<file path="config.mk">
export PLATFORM = sky130hd
export DESIGN_NAME = sel_rr_arbiter
export DESIGN_NICKNAME = d
export VERILOG_FILES = /design/src/rtl/sel_pkg.sv /design/src/rtl/sel_rr_pick.sv /design/src/rtl/sel_rr_arbiter.sv
export SDC_FILE = /design/constraint.sdc
export NUM_CORES = 1
export LEC_CHECK = 0
export CORE_MARGIN = 5
export CORE_UTILIZATION = 35
export DETAILED_ROUTE_END_ITERATION = 12
export PLACE_DENSITY = 0.61
export REMOVE_ABC_BUFFERS = 1
export SYNTH_ARGS = -nofsm -noshare
export SYNTH_HDL_FRONTEND = slang
export SYNTH_SLANG_ARGS = --single-unit
</file>
<file path="constraint.sdc">
create_clock -name Clk -period 1.4 [get_ports Clk]
set_input_delay 0.28 -clock Clk [delete_from_list [all_inputs] [get_ports Clk]]
set_output_delay 0.28 -clock Clk [all_outputs]
set_load 0.005 [all_outputs]
</file>
<file path="src/rtl/sel_pkg.sv">
// rtl/sel_pkg.sv - shared constants, FSM state type and round-robin pick function
//
// Purpose: common definitions for the selector arbiter and its pick encoder.
//   NUM_REQ : number of requesters sharing the 4-to-1 selector
//   SEL_W   : select width, log2(NUM_REQ)
//   state_t : arbiter FSM states (IDLE, GRANT, GAP)
//   rr_pick : winner index searching last+1, last+2, ..., last (mod NUM_REQ)
package sel_pkg;

  localparam int NUM_REQ = 4;
  localparam int SEL_W   = 2;

  typedef enum logic [1:0] {
    IDLE  = 2'd0,
    GRANT = 2'd1,
    GAP   = 2'd2
  } state_t;

  // Walk candidates from farthest (last itself) to nearest (last+1) and let
  // each hit overwrite the result, so the nearest requester after last wins.
  // Returns last when req is empty; callers qualify with an any-request flag.
  function automatic logic [SEL_W-1:0] rr_pick(input logic [NUM_REQ-1:0] req,
                                               input logic [SEL_W-1:0]   last);
    logic [SEL_W-1:0] idx;
    rr_pick = last;
    for (int i = NUM_REQ; i >= 1; i--) begin
      idx = last + SEL_W'(i);
      if (req[idx]) rr_pick = idx;
    end
  endfunction

endpackage

</file>
<file path="src/rtl/sel_rr_pick.sv">
// rtl/sel_rr_pick.sv - combinational rotate-and-priority encoder for the arbiter
//
// Purpose: selects the next owner in round-robin order after the last owner.
// Ports:
//   req  in  NUM_REQ  request vector
//   last in  SEL_W    index of the most recent owner (lowest priority)
//   win  out SEL_W    winning requester index (meaningful only when any=1)
//   any  out 1        at least one request is present
module sel_rr_pick
  import sel_pkg::*;
(
  input  logic [NUM_REQ-1:0] req,
  input  logic [SEL_W-1:0]   last,
  output logic [SEL_W-1:0]   win,
  output logic               any
);

  always_comb begin
    win = rr_pick(req, last);
    any = |req;
  end

endmodule

</file>
<file path="src/rtl/sel_rr_arbiter.sv">
// rtl/sel_rr_arbiter.sv - round-robin owner arbiter for the shared 4-to-1 selector
//
// Purpose: grants one requester at a time, drives the selector select, limits
// hold time to MAX_HOLD cycles and leaves an idle GAP cycle between owners.
// Ports:
//   Clk     in  1        system clock, rising edge
//   Rst     in  1        synchronous active-high reset
//   Req     in  NUM_REQ  level-sensitive requests
//   Gnt     out NUM_REQ  registered one-hot grant, zero when no owner
//   S       out SEL_W    registered select, current or most recent owner
//   Valid   out 1        registered, high while a grant is active
//   Timeout out 1        one-cycle pulse when a grant is revoked at MAX_HOLD
module sel_rr_arbiter
  import sel_pkg::*;
#(
  parameter int MAX_HOLD = 16
) (
  input  logic               Clk,
  input  logic               Rst,
  input  logic [NUM_REQ-1:0] Req,
  output logic [NUM_REQ-1:0] Gnt,
  output logic [SEL_W-1:0]   S,
  output logic               Valid,
  output logic               Timeout
);

  localparam int CNT_W = (MAX_HOLD > 2) ? $clog2(MAX_HOLD) : 1;
  localparam logic [CNT_W-1:0]   HOLD_LAST = CNT_W'(MAX_HOLD - 1);
  localparam logic [NUM_REQ-1:0] ONE_HOT0  = NUM_REQ'(1);

  state_t             state;
  logic [CNT_W-1:0]   cnt;
  logic [SEL_W-1:0]   last;
  logic [SEL_W-1:0]   win;
  logic               any;

  sel_rr_pick u_pick (
    .req  (Req),
    .last (last),
    .win  (win),
    .any  (any)
  );

  always_ff @(posedge Clk) begin
    if (Rst) begin
      state   <= IDLE;
      Gnt     <= '0;
      S       <= '0;
      Valid   <= 1'b0;
      Timeout <= 1'b0;
      cnt     <= '0;
      last    <= SEL_W'(NUM_REQ - 1);
    end else begin
      Timeout <= 1'b0;
      case (state)
        IDLE: begin
          if (any) begin
            Gnt   <= ONE_HOT0 << win;
            S     <= win;
            last  <= win;
            Valid <= 1'b1;
            cnt   <= '0;
            state <= GRANT;
          end
        end
        GRANT: begin
          // A voluntary release outranks the hold limit, so a requester that
          // lets go on its final allowed cycle is never flagged as timed out.
          if (!Req[S]) begin
            Gnt   <= '0;
            Valid <= 1'b0;
            state <= GAP;
          end else if (cnt == HOLD_LAST) begin
            Gnt     <= '0;
            Valid   <= 1'b0;
            Timeout <= 1'b1;
            state   <= GAP;
          end else begin
            cnt <= cnt + CNT_W'(1);
          end
        end
        GAP: begin
          state <= IDLE;
        end
        default: begin
          state <= IDLE;
        end
      endcase
    end
  end

endmodule

</file>
==> key figures <==
Worst setup path
  • CP max-delay cell: mux4_2
  • CP Class: reg2reg
  • Critical path depth in cells: 4
  • CP Launch Type: flop
  • CP endpoint kind: flop
  • Reg2Reg Depth: 4
  • CP delay by family, top: multiplexers
  • Worst EP required: 1.56 ns
  • Worst EP arrival: 1.62 ns
  • Buf/Inv on CP: 0
  • Slowest stage delay, CP: 0.57 ns
  • Worst-path fanout max: 6
  • CP Cell Sequence: mux4_2 > a21o_4 > nand4_1 > o41ai_2

Yosys
  • Post-synthesis compound-gate area fraction: 0.194
  • Simple-gate share of the synthesized area: 0.288
  • Most area-consuming cells after synthesis: dfxtp_1 43%, nand2b_1 5.0%, nand4_1 4.2%
  • Top cells by count, synth: 16 x dfxtp_1, 6 x a21oi_1, 6 x nand2b_1, 6 x nor2_1, 5 x nand4_1
  • Yosys top cell by area: dfxtp_1
  • Register area share after synthesis: 0.428
  • Post-synth EDFFs: 0
  • XOR/XNOR Fraction of Synth Area: 0.0234
  • Ys Warns: 0
  • Syn Inst Count: 77
  • Largest family of logic cells by synthesized area: simple AND/OR/NAND/NOR gates
  • Yosys top cell area share: 0.428
  • Most used flip-flop cell after synthesis: dfxtp_1
  • Syn Area/Cell: 9.72 µm²
  • Top-count cell post-synth: dfxtp_1
  • Mux cell area share after synthesis: 0.0301
  • Synth Area in Adders: 0.0167
  • Fraction of registers with async set/reset: 0
  • Post-synthesis sequential element count: 16
  • Post-Syn Area: 748 µm²
  • Library cells used by synthesis: 34

GRT
  • Vias in the first global route: 728
  • Initial antenna violation count: 0
  • First-pass GRT wire length: 3140 µm
  • GRT busiest layer: met2
  • GRT met3 Usage: 0.0487
  • Met1 Use GR: 0.134
  • Met2 usage: 0.230
  • GRT Overall Usage: 0.126
  • Largest net degree at the start of global routing: 10
  • Congestion Overflow GR: 0

STA
  • RSZ-0062 raised after global routing: true
  • # setup viols final: 7
  • WHS: 0.503 ns
  • Clock Skews: 0.00770 ns
  • TNS Setup: -0.251 ns
  • Max-slew violations: 0
  • Fmax: 686 MHz
  • Final hold violations: 0
  • Final critical-path required period: 1.46 ns
  • Max-slew headroom: 0.696
  • Final setup margin: -0.0574 ns
  • Worst slew pin tran: 0.453 ns
  • Final period utilization: 1.04

Clock tree
  • Clock buffer depth: 2
  • Hold_buf cts: 0
  • Inserted Clock Buffers: 3
  • Clock Latency Late Sink: 0.28 ns
  • CTS clk-pin slew, worst paths: 0.09 ns
  • Root buffer cell: clkbuf_4
  • CTS tree: done
  • H-tree depth: 1
  • Sink Count: 16

Drt
  • Drt first pass iters: 4
  • Post-route ant nets: 0
  • Iter 0 DRT Violations: 9
  • DRT Wirelength: 1840 µm
  • Wire per inst: 13.6 µm
  • Via count: 703
  • DRC Markers: 0
  • Vias per inst: 5.21

Placed design
  • Worst slack, placed: -0.518 ns
  • PortBufs: 13
  • RD Place Congestion: 0.778
  • Dpl hpwl: 1350 µm
  • Placed Area: 0.00100 mm²
  • Total instance count after detailed placement: 127

Layout
  • Layout cells sized above 1: 0.361
  • Diode count: 0
  • Layout Cells excl Fill: 135
  • Post-route design area: 0.00112 mm²
  • Final layout net count: 116
  • Area added between synthesis and finish: 50.2%
  • Post-layout util: 0.561

Die
  • Starting Density: 0.374
  • Die area: 0.00316 mm²
  • DIE HEIGHT: 56.2 µm
  • Chip width: 56.2 µm
  • I/O pin count: 14
  • Placeable core region: 0.00200 mm²
  • Site row count: 16

Pwr
  • Switching Fraction: 0.292
  • Pleak: 0.493 nW
  • Clock power share: 0.239
  • Final Power: 1.26 mW
  • Seq pwr share: 0.433
  • Power density over the cells: 1120 mW/mm²
  • Switching Power: 0.367 mW
  • Int Power: 0.888 mW
  • Combinational share of power: 0.328
  • Peak VDD IR: 1.04 mV

Hold path
  • HP Class: reg2reg
  • Hold-critical path depth: 2

Status
  • Failing checks: setup timing
  • Status: finished with violations

Run
  • Maxcap violations: 0
## final cells by class
class                      instances  area (µm²)
fill                             193         878
multi-input combinational         58         467
sequential                        16         327
timing repair buffer              29         256
clock buffer                       4        36.3
tap                               27        33.8
inverter                           1        3.75
## flip-flops by register name (all words and copies together), names as in the netlist
register  cells
Gnt           4
cnt           4
S             2
last          2
state         2
Timeout       1
Valid         1
## path summary, 6_finish.rpt
check        startpoint     end  slack, ns
max                S[0]  Gnt[1]      -0.06
min              Gnt[0]  Gnt[0]       0.50
max reg2reg        S[0]  Gnt[1]      -0.06
min reg2reg      Gnt[0]  Gnt[0]       0.50
## worst reg2reg max path, delay by kind of cell (launching register included)
family | cells | cell delay, ns
compound gates | 2 | 0.33
flops | 1 | 0.36
mux | 1 | 0.57
simple gates | 1 | 0.09
## cell usage in the layout, fill, tap and decap left out, types with 2 or more instances in the layout
| cell | synthesis | layout |
|---|---|---|
| nand3_4 | 1 | 2 |
| xor2_1 | 2 | 2 |
| nand3_1 | 2 | 2 |
| nor2_1 | 6 | 5 |
| a21o_1 | 2 | 2 |
| clkbuf_4 | 0 | 3 |
| a21oi_1 | 6 | 5 |
| nand2b_1 | 6 | 6 |
| o41ai_2 | 0 | 2 |
| dfxtp_2 | 0 | 5 |
| o31ai_1 | 2 | 2 |
| nand4_1 | 5 | 5 |
| dlygate4sd2_1 | 0 | 10 |
| nand2_1 | 4 | 4 |
| dfxtp_1 | 16 | 11 |
| buf_4 | 1 | 14 |
## power by group through the flow
stage,combinational [mW],clock [mW],sequential [mW]
after floorplan,0.172,0,0.546
after global placement,0.360,0,0.547
after detailed placement,0.361,0,0.548
after CTS,0.397,0.312,0.540
after global routing,0.450,0.339,0.550
final,0.412,0.300,0.544
## repair_timing
item,in CTS,in global routing
pin swaps,11,4
setup endpoints to repair,23,11
resized for setup,24,6
buffers inserted,3,1
## routing by layer
layer,routed length [µm],vias up
met4,15,0
met5,0,-
met1,747,336
met3,84,2
li1,-,353
met2,991,12
## kinds of logic after synthesis
family,count (synthesis)
buffers and inverters,3
multiplexers,1
AND/OR/NAND/NOR,34
XOR/XNOR,2
flip-flops,16
AO/OA/AOI/OAI,20
adder cells (fa/ha/maj),1
(Power assumes the default switching activity.)
